File: src/rtl/linear_interp_if.sv
// Sample stream bundle for linear_interp: input side with ready handshake,
// output side as a strobed sample.
interface linear_interp_if #(
    parameter int DATA_WIDTH = 16
);
    logic signed [DATA_WIDTH-1:0] data_in;
    logic                         input_strobe;
    logic                         input_ready;
    logic signed [DATA_WIDTH-1:0] data_out;
    logic                         output_strobe;

    // Source/sink side (sample producer and DAC-rate consumer)
    modport master (
        output data_in,
        output input_strobe,
        input  input_ready,
        input  data_out,
        input  output_strobe
    );

    // Interpolator side
    modport slave (
        input  data_in,
        input  input_strobe,
        output input_ready,
        output data_out,
        output output_strobe
    );
endinterface

File: src/rtl/linear_interp.sv
// First-order interpolating upsampler: each accepted sample yields 2^INTERP_SHIFT
// outputs stepping linearly from the previous sample, with one sample buffered.
module linear_interp #(
    parameter int DATA_WIDTH   = 16,
    parameter int INTERP_SHIFT = 2
) (
    input  logic            clock,
    input  logic            reset_n,
    input  logic            enable,
    linear_interp_if.slave  bus
);
    localparam int DIFF_W = DATA_WIDTH + 1;
    localparam int ACC_W  = DATA_WIDTH + 1 + INTERP_SHIFT;
    localparam logic [INTERP_SHIFT-1:0] K_LAST = '1;

    typedef enum logic [1:0] {
        ST_UNPRIMED,
        ST_IDLE,
        ST_RUN
    } state_t;

    state_t r_state;
    state_t w_state_nxt;

    logic signed [DATA_WIDTH-1:0] r_prev;
    logic                         r_pend_valid;
    logic signed [DATA_WIDTH-1:0] r_pend_data;
    logic [INTERP_SHIFT-1:0]      r_k;
    logic signed [DIFF_W-1:0]     r_diff;
    logic signed [ACC_W-1:0]      r_acc;
    logic signed [DATA_WIDTH-1:0] r_data_out;
    logic                         r_out_strobe;

    logic                         w_ready;
    logic                         w_accept;
    logic                         w_k_last;
    logic                         w_step;
    logic                         w_load;
    logic signed [DIFF_W-1:0]     w_diff_new;
    logic signed [ACC_W-1:0]      w_load_acc;
    logic signed [ACC_W-1:0]      w_acc_step;

    // Control decode and next-state logic
    always_comb begin
        w_state_nxt = r_state;
        w_ready     = enable && !r_pend_valid;
        w_accept    = bus.input_strobe && w_ready;
        w_k_last    = (r_k == K_LAST);
        w_step      = enable && (r_state == ST_RUN);
        w_load      = enable && r_pend_valid && ((r_state != ST_RUN) || w_k_last);

        case (r_state)
            ST_UNPRIMED: if (w_accept) w_state_nxt = ST_IDLE;
            ST_IDLE:     if (w_load)   w_state_nxt = ST_RUN;
            ST_RUN:      if (w_step && w_k_last && !w_load) w_state_nxt = ST_IDLE;
            default:     w_state_nxt = ST_UNPRIMED;
        endcase
    end

    always_ff @(posedge clock or negedge reset_n) begin
        if (!reset_n) begin
            r_state <= ST_UNPRIMED;
        end else begin
            r_state <= w_state_nxt;
        end
    end

    // Segment arithmetic: acc carries prev scaled by N and advances by the raw
    // difference each step, so acc >>> INTERP_SHIFT walks prev -> new in diff/N steps.
    always_comb begin
        w_diff_new = {r_pend_data[DATA_WIDTH-1], r_pend_data}
                   - {r_prev[DATA_WIDTH-1], r_prev};
        w_load_acc = {{(INTERP_SHIFT + 1){r_prev[DATA_WIDTH-1]}}, r_prev} << INTERP_SHIFT;
        w_acc_step = r_acc + {{INTERP_SHIFT{r_diff[DIFF_W-1]}}, r_diff};
    end

    always_ff @(posedge clock or negedge reset_n) begin
        if (!reset_n) begin
            r_prev       <= '0;
            r_pend_valid <= 1'b0;
            r_pend_data  <= '0;
            r_k          <= '0;
            r_diff       <= '0;
            r_acc        <= '0;
            r_data_out   <= '0;
            r_out_strobe <= 1'b0;
        end else if (enable) begin
            r_out_strobe <= w_step;

            // The slice is acc >>> INTERP_SHIFT truncated to DATA_WIDTH; the
            // result stays between the endpoints, so dropping the top bit is exact.
            if (w_step) begin
                r_data_out <= r_acc[INTERP_SHIFT + DATA_WIDTH - 1:INTERP_SHIFT];
                r_acc      <= w_acc_step;
                r_k        <= r_k + 1'b1;
            end

            // A load on the last step of a segment overrides the step update
            if (w_load) begin
                r_diff <= w_diff_new;
                r_acc  <= w_load_acc;
                r_prev <= r_pend_data;
                r_k    <= '0;
            end

            if (w_accept) begin
                if (r_state == ST_UNPRIMED) begin
                    r_prev <= bus.data_in;
                end else begin
                    r_pend_data <= bus.data_in;
                end
            end

            if (w_accept && (r_state != ST_UNPRIMED)) begin
                r_pend_valid <= 1'b1;
            end else if (w_load) begin
                r_pend_valid <= 1'b0;
            end
        end else begin
            r_out_strobe <= 1'b0;
        end
    end

    assign bus.input_ready   = w_ready;
    assign bus.data_out      = r_data_out;
    assign bus.output_strobe = r_out_strobe;
endmodule
File: src/flat_wrapper.sv
// flat-port wrapper written by rule: the top's interface ports become plain ports
module linear_interp_flat 
#(
    parameter int DATA_WIDTH   = 16,
    parameter int INTERP_SHIFT = 2
)
  (clock, reset_n, enable, bus_data_in, bus_input_strobe, bus_input_ready, bus_data_out, bus_output_strobe);
  linear_interp_if #(.DATA_WIDTH(DATA_WIDTH)) bus_i ();
  input  logic clock;
  input  logic reset_n;
  input  logic enable;
  input wire logic [$bits(bus_i.data_in)-1:0] bus_data_in;
  input wire logic [$bits(bus_i.input_strobe)-1:0] bus_input_strobe;
  output wire logic [$bits(bus_i.input_ready)-1:0] bus_input_ready;
  output wire logic [$bits(bus_i.data_out)-1:0] bus_data_out;
  output wire logic [$bits(bus_i.output_strobe)-1:0] bus_output_strobe;
  assign bus_i.data_in = bus_data_in;
  assign bus_i.input_strobe = bus_input_strobe;
  assign bus_input_ready = bus_i.input_ready;
  assign bus_data_out = bus_i.data_out;
  assign bus_output_strobe = bus_i.output_strobe;
  linear_interp #(.DATA_WIDTH(DATA_WIDTH), .INTERP_SHIFT(INTERP_SHIFT)) u_core (.clock(clock), .reset_n(reset_n), .enable(enable), .bus(bus_i));
endmodule
File: config.mk
export PLATFORM = sky130hd
export DESIGN_NAME = linear_interp_flat
export DESIGN_NICKNAME = d
export VERILOG_FILES = /design/src/rtl/linear_interp_if.sv /design/src/rtl/linear_interp.sv /design/src/flat_wrapper.sv
export SDC_FILE = /design/constraint.sdc
export NUM_CORES = 1
export LEC_CHECK = 0
export ABC_AREA = 1
export CAP_MARGIN = 20
export CORE_MARGIN = 1
export CORE_UTILIZATION = 35
export CTS_CLUSTER_DIAMETER = 40
export DETAILED_ROUTE_END_ITERATION = 10
export SLEW_MARGIN = 20
export SYNTH_ARGS = -nofsm -noshare
export SYNTH_HDL_FRONTEND = slang
export SYNTH_SLANG_ARGS = --single-unit
File: constraint.sdc
create_clock -name clock -period 1.9 [get_ports clock]
set_input_delay 0.19 -clock clock [delete_from_list [all_inputs] [get_ports clock]]
set_output_delay 0.19 -clock clock [all_outputs]
set_load 0.02 [all_outputs]
==> reports/summary.txt, run 1 <==
DRC - 0
detailed placement HPWL - 10.1 mm
Distinct cells, synth - 39
final hold violations - 0
Placer Congestion - 0.871
final cycle utilization of the critical path - 0.977
outcome - completed
largest net degree at the start of global routing - 35
n_diodes - 0
Nets - 848
Final Cell Area - 0.00693 mm2
Slew @ Worst Pin - 468 ps
die area - 0.0164 mm2
CTS Sinks - 89
VDD IR max - 0.00105 V
crit end category - flip-flop
Fin Clk Skew - 5.21 ps
final worst slack - 42.9 ps
crit path DAT - 2150 ps
Synth area leader - dfrtp_1
RR Endpoint - u_core.r_acc[12]$_DFFE_PN0P_
Ports - 38
synthesized area - 0.00557 mm2
Via density - 4.76
post-synthesis cell count - 735
hold slack - 332 ps
crit path max fanout - 3
power density over cell area - 1950 mW/mm2
ys async rst share - 1.00
setup violators final - 0
H-tree depth - 3
most used flip-flop cell after synthesis - dfrtp_1
Slew Viols, Final - 0
P&R area growth vs syn - 24.3%
initial antenna violation count - 0
initial core utilization - 0.362
first-pass iteration count of the detailed router - 5
largest cells by area after synthesis - dfrtp_1 40%, nand2_1 15%, ha_1 7.6%
Seq/Total Area, Yosys - 0.400
Core Box Area - 0.0154 mm2
CTS root buffer - clkbuf_16
Die Wd - 128 um
Max Fclk - 538 MHz
commonest cells in the netlist - 216 x nand2_1, 90 x inv_1, 89 x dfrtp_1
Num CTS Buffers - 9
vias in the first global route - 4,620
Synth top area share - 0.400
final setup TNS - 0 ps
DRT Wirelength - 13.4 mm
Leak Pwr - 0.00346 uW
number of enable flip-flop cells after synthesis - 0
insertion delay to the later sink of the worst-skew pair - 350 ps
dpl cell area - 0.00635 mm2
warning count from the yosys run - 0
die height - 128 um
total track usage - 0.181
most common cell in the netlist - nand2_1
min Tclk post-route - 1860 ps
clk slew on worst S/H paths - 60 ps
first-pass GRT wire length - 23.1 mm
antenna viol nets, final - 0
Crit Path Category - flip-flop to flip-flop
synthesized area per cell - 7.58 um2
Min-Delay Path Class - primary input to async pin
TritonCTS clock tree - yes
R2R Setup Slk - 40 ps
initial drt markers - 271
CP required - 2190 ps
crit start category - flip-flop
# rows - 45
port bufs - 37
layout cells sized above 1 - 0.148
R2R depth - 14
Worst R2R Start - u_core.r_acc[0]$_DFFE_PN0P_
Post-Syn Nets - 791
RSZ-0062 raised after global routing - yes
Vias - 4,799
relative slew slack - 0.688
Setup WS pre-CTS - -92.2 ps
Max Root-Sink Buffers - 2
flops & latches, synth - 89
max-cap violations - 0
gr ovfl total - 0
Avg WL per Cell - 13.3 um
[state kept, by name, summed over array words and instances, names as in the netlist]
signal                    flops
u_core.r_acc                 18
u_core.r_diff                17
u_core.bus.data_out          16
u_core.r_pend_data           16
u_core.r_prev                16
u_core.r_k                    2
u_core.r_state                2
u_core.bus.output_strobe      1
u_core.r_pend_valid           1
[routing by layer]
metal	up-vias	GRT usage	routed length, um
li1	2523	-	-
met1	2173	0.262	7030
met2	94	0.270	5780
met3	9	0.0451	525
met4	0	0.0422	113
met5	-	0	0
[area by class of cell]
| class | instances | area, um2 |
|---|---|---|
| fill | 1542 | 8440 |
| multi-input combinational | 530 | 3080 |
| sequential | 89 | 2230 |
| timing repair buffer | 66 | 651 |
| inverter | 96 | 365 |
| tap | 211 | 264 |
| clock buffer | 10 | 239 |
| clock inverter | 6 | 105 |
[stage by stage]
step,power (uW),instances,util
after detailed placement,10800,989,0.413
final,13500,1008,0.451
after global placement,10700,989,0.413
after floorplan,8700,735,-
after CTS,13000,1006,0.437
after global routing,14900,1008,0.451
[report_power, final]
| group | internal [uW] | switching, uW |
|---|---|---|
| combinational | 3280 | 4670 |
| sequential | 2780 | 699 |
| clock | 1310 | 740 |
| total | 7370 | 6110 |
[worst max-delay path, cell delays in order (launching register included)]
cell and delay (ps):
dfrtp_1 360, ha_2 190, inv_2 40, fa_2 340, inv_2 70, nand2_2 50
o21ai_2 160, nand2_1 100, nand2_2 110, nand2_2 70, nand2_1 70, nand2_1 60
nand3_2 60, nand2_1 50, nand2_1 60
[what timing repair did]
item,in CTS,in global routing
buffers inserted,0,2
endpoints found under the setup margin,10,22
pin swaps,4,11
resized for setup,8,42
hold buffers,1,0
hold endpoints to repair,31,0
[cell families after synthesis]
kind of cell | after synthesis | share of synthesized area
and+or+nand+nor | 320 | 0.240
AOI/OAI and AO/OA | 159 | 0.163
xor gates and xnor gates | 6 | 0.00943
DFF | 89 | 0.400
adders and majority gates | 36 | 0.0835
muxes | 9 | 0.0182
buffers and inverters | 116 | 0.0858
[worst max-delay path by stage]
stage	cells past startpoint	from	end
4_1_cts	13	u_core.r_acc[0]$_DFFE_PN0P_	u_core.r_acc[12]$_DFFE_PN0P_
5_1_grt	11	u_core.r_pend_data[0]$_DFFE_PN0P_	u_core.r_diff[14]$_DFFE_PN0P_
6_report	14	u_core.r_acc[0]$_DFFE_PN0P_	u_core.r_acc[12]$_DFFE_PN0P_
2_1_floorplan	13	u_core.r_acc[0]$_DFFE_PN0P_	u_core.r_acc[12]$_DFFE_PN0P_
3_3_place_gp	13	u_core.r_acc[0]$_DFFE_PN0P_	u_core.r_acc[12]$_DFFE_PN0P_
3_5_place_dp	13	u_core.r_acc[0]$_DFFE_PN0P_	u_core.r_acc[12]$_DFFE_PN0P_
[cell usage in the layout (no fill, tap or decap), drive strengths merged, types with 29 or more instances in the layout]
| cell | netlist | final |
|---|---|---|
| nand2 | 220 | 220 |
| inv | 96 | 96 |
| dfrtp | 89 | 89 |
| o21ai | 80 | 80 |
| a21oi | 50 | 50 |
| nand3 | 47 | 47 |
| nor2 | 44 | 44 |
| clkdlybuf4s50 | 0 | 36 |
| ha | 34 | 34 |
| buf | 14 | 29 |
Power figures use the tool's default switching activity.
==> run 2: changes to the inputs <==
CORE_UTILIZATION = 40   (was 35)
CTS_CLUSTER_DIAMETER = 30   (was 40)
SETUP_SLACK_MARGIN = 0.4   (was not set)
==> run 2 against run 1 <==
The run now ends with setup timing left; cell count rose by 1.2%; clock power fell by 7%; routed wire length rose by 19%; fmax is 2.8% lower; clock skew grew 1.9 ps; total power up 24%; critical path type unchanged; register-to-register slack got worse by 50 ps; setup slack got worse by 53 ps; highest routed layer unchanged; sequential power up 5%; first-iteration DRC count shrank 9.2%.
==> reports/summary.txt, run 2 (synthesis results as in run 1) <==
Die Wd - 120 um (-6.4%)
RR Endpoint - u_core.r_acc[10]$_DFFE_PN0P_
H-tree depth - 3 (unchanged)
crit start category - flip-flop
outcome - finished, violations left
Placer Congestion - 0.863 (-0.92%)
crit end category - flip-flop
violated checks - setup timing
DRC - 0 (unchanged)
dpl cells - 944 (-4.6%)
Min-Delay Path Class - primary input to async pin
Core Box Area - 0.0134 mm2 (-13%)
Max Fclk - 523 MHz (-2.8%)
Avg WL per Cell - 15.7 um (+18%)
antenna viol nets, final - 0 (unchanged)
crit path max fanout - 2 (-1)
max FFs per register - 18 (unchanged)
relative slew slack - 0.696 (+0.00811)
Slew @ Worst Pin - 455 ps (-12.8 ps)
largest reg by FF count - u_core.r_acc
final cycle utilization of the critical path - 1.01 (+0.0281)
insertion delay to the later sink of the worst-skew pair - 350 ps (about the same)
n_diodes - 0 (unchanged)
dpl cell area - 0.00643 mm2 (+1.3%)
initial core utilization - 0.416 (+0.0533)
initial antenna violation count - 0 (unchanged)
Fin Clk Skew - 7.14 ps (+1.93 ps)
vias in the first global route - 5,151 (+11%)
fin cells - 1,020 (+1.2%)
Crit Path Category - flip-flop to flip-flop
gr ovfl total - 0 (unchanged)
die area - 0.0144 mm2 (-12%)
most frequent cells in the layout - 173 x nand2_1, 83 x dfrtp_1, 70 x inv_1
commonest non-fill, non-tap cell in the layout - nand2_1
Final Cell Area - 0.00802 mm2 (+16%)
TritonCTS clock tree - yes
power density over cell area - 2090 mW/mm2 (+7.3%)
Slew Viols, Final - 0 (unchanged)
Ports - 38 (unchanged)
CTS Sinks - 89 (unchanged)
P&R area growth vs syn - 44.0%
largest net degree at the start of global routing - 64 (+83%)
Num CTS Buffers - 9 (unchanged)
# rows - 42 (-6.7%)
first-pass GRT wire length - 25.9 mm (+12%)
port bufs - 37 (unchanged)
total track usage - 0.234 (+0.0530)
Vias - 5,288 (+10%)
layout cells sized above 1 - 0.329 (+0.181)
biggest regs - u_core.r_acc (18), u_core.r_diff (17)
Nets - 895 (+5.5%)
first-pass iteration count of the detailed router - 4 (-1)
RSZ-0062 raised after global routing - yes
CP required - 2180 ps (about the same)
Max Root-Sink Buffers - 2 (unchanged)
R2R depth - 14 (unchanged)
R2R Setup Slk - -10 ps (-50 ps)
clk slew on worst S/H paths - 70 ps (about the same)
die height - 120 um (-6.4%)
VDD IR max - 0.000864 V (-18%)
Worst R2R Start - u_core.r_diff[0]$_DFFE_PN0P_
detailed placement HPWL - 10.7 mm (+5.6%)
Setup WS pre-CTS - 13.8 ps (+106 ps)
max-cap violations - 0 (unchanged)
Fill cells - 1,190 (-23%)
crit path DAT - 2190 ps (+40 ps)
initial drt markers - 246 (-9.2%)
min Tclk post-route - 1910 ps (+53.3 ps)
final worst slack - -10.4 ps (-53.3 ps)
Leak Pwr - 0.00395 uW (+14%)
DRT Wirelength - 16.0 mm (+19%)
total power - 16,700 uW (+24%)
CTS root buffer - clkbuf_16
Via density - 5.18 (+8.9%)
final hold violations - 0 (unchanged)
setup violators final - 1 (+1)
hold slack - 369 ps (+37.4 ps)
==> run 2: cell types whose count changed in the layout (fill, tap and decap cells not counted), moves of 18 or more <==
cell	before	now
nand2_1	206	173
o21ai_0	56	38
nand2_2	11	29
ha_4	6	27
ha_1	23	4
buf_4	24	57
==> run 2: layout make-up <==
cell class	instances	area (um2)	share of cell area
Clock inverter	4	50.0	0.00624
Timing Repair Buffer	111	1080	0.134
Inverter	96	370	0.0462
Clock buffer	12	267	0.0332
Timing Repair inverter	1	11.3	0.00140
Sequential cell	89	2230	0.279
Tap cell	176	220	0.0275
Multi-Input combinational cell	531	3790	0.473
==> run 2: repair_timing <==
item	4_1_cts	5_1_grt
cloned	4	0
setup buffers	38	17
hold endpoints to repair	89	0
hold buffers	1	0
gates resized for setup	110	106
endpoints found under the setup margin	54	56
pin swaps	46	53
==> run 2: worst max-delay path, stage by stage, from the launching register on <==
cell,delay (ps)
dfrtp_1,400
ha_4,160
inv_2,40
fa_2,370
inv_2,90
buf_4,100
buf_4,90
buf_4,100
buf_6,90
nand3_4,70
nand3_2,100
nand2_1,60
nand3_1,60
nand2_1,60
o21ai_1,70
==> run 2: stage by stage <==
step	setup TNS [ps]	util
after detailed placement	0	0.480
after floorplan	0	-
after CTS	0	0.562
final	-10.4	0.599
after global placement	0	0.480
after global routing	-705	0.599
==> run 2: worst max path at each step <==
stage          depth (start not counted)  slack [ps]                    startpoint                            to
4_1_cts                               13          90   u_core.r_acc[0]$_DFFE_PN0P_  u_core.r_acc[12]$_DFFE_PN0P_
2_1_floorplan                         13         170  u_core.r_diff[0]$_DFFE_PN0P_  u_core.r_acc[12]$_DFFE_PN0P_
3_5_place_dp                          13          10  u_core.r_diff[0]$_DFFE_PN0P_  u_core.r_acc[12]$_DFFE_PN0P_
5_1_grt                               14        -120   u_core.r_acc[0]$_DFFE_PN0P_  u_core.r_acc[12]$_DFFE_PN0P_
3_3_place_gp                          13          60  u_core.r_diff[0]$_DFFE_PN0P_  u_core.r_acc[12]$_DFFE_PN0P_
6_report                              14         -10  u_core.r_diff[0]$_DFFE_PN0P_  u_core.r_acc[10]$_DFFE_PN0P_
==> run 2: layer usage <==
| metal | GRT usage | routed length [um] | up-vias |
|---|---|---|---|
| met5 | 0 | 0 | - |
| met4 | 0.101 | 452 | 0 |
| met3 | 0.0280 | 571 | 30 |
| met2 | 0.374 | 7630 | 123 |
| met1 | 0.319 | 7360 | 2513 |
| li1 | - | - | 2622 |
==> run 2: where the power goes <==
| part | internal (uW) | leakage [uW] | total, uW | switching, uW |
|---|---|---|---|---|
| combinational | 5090 | 0.00273 | 11200 | 6100 |
| sequential | 2790 | 0.00107 | 3650 | 851 |
| clock | 1130 | 0.000151 | 1910 | 783 |
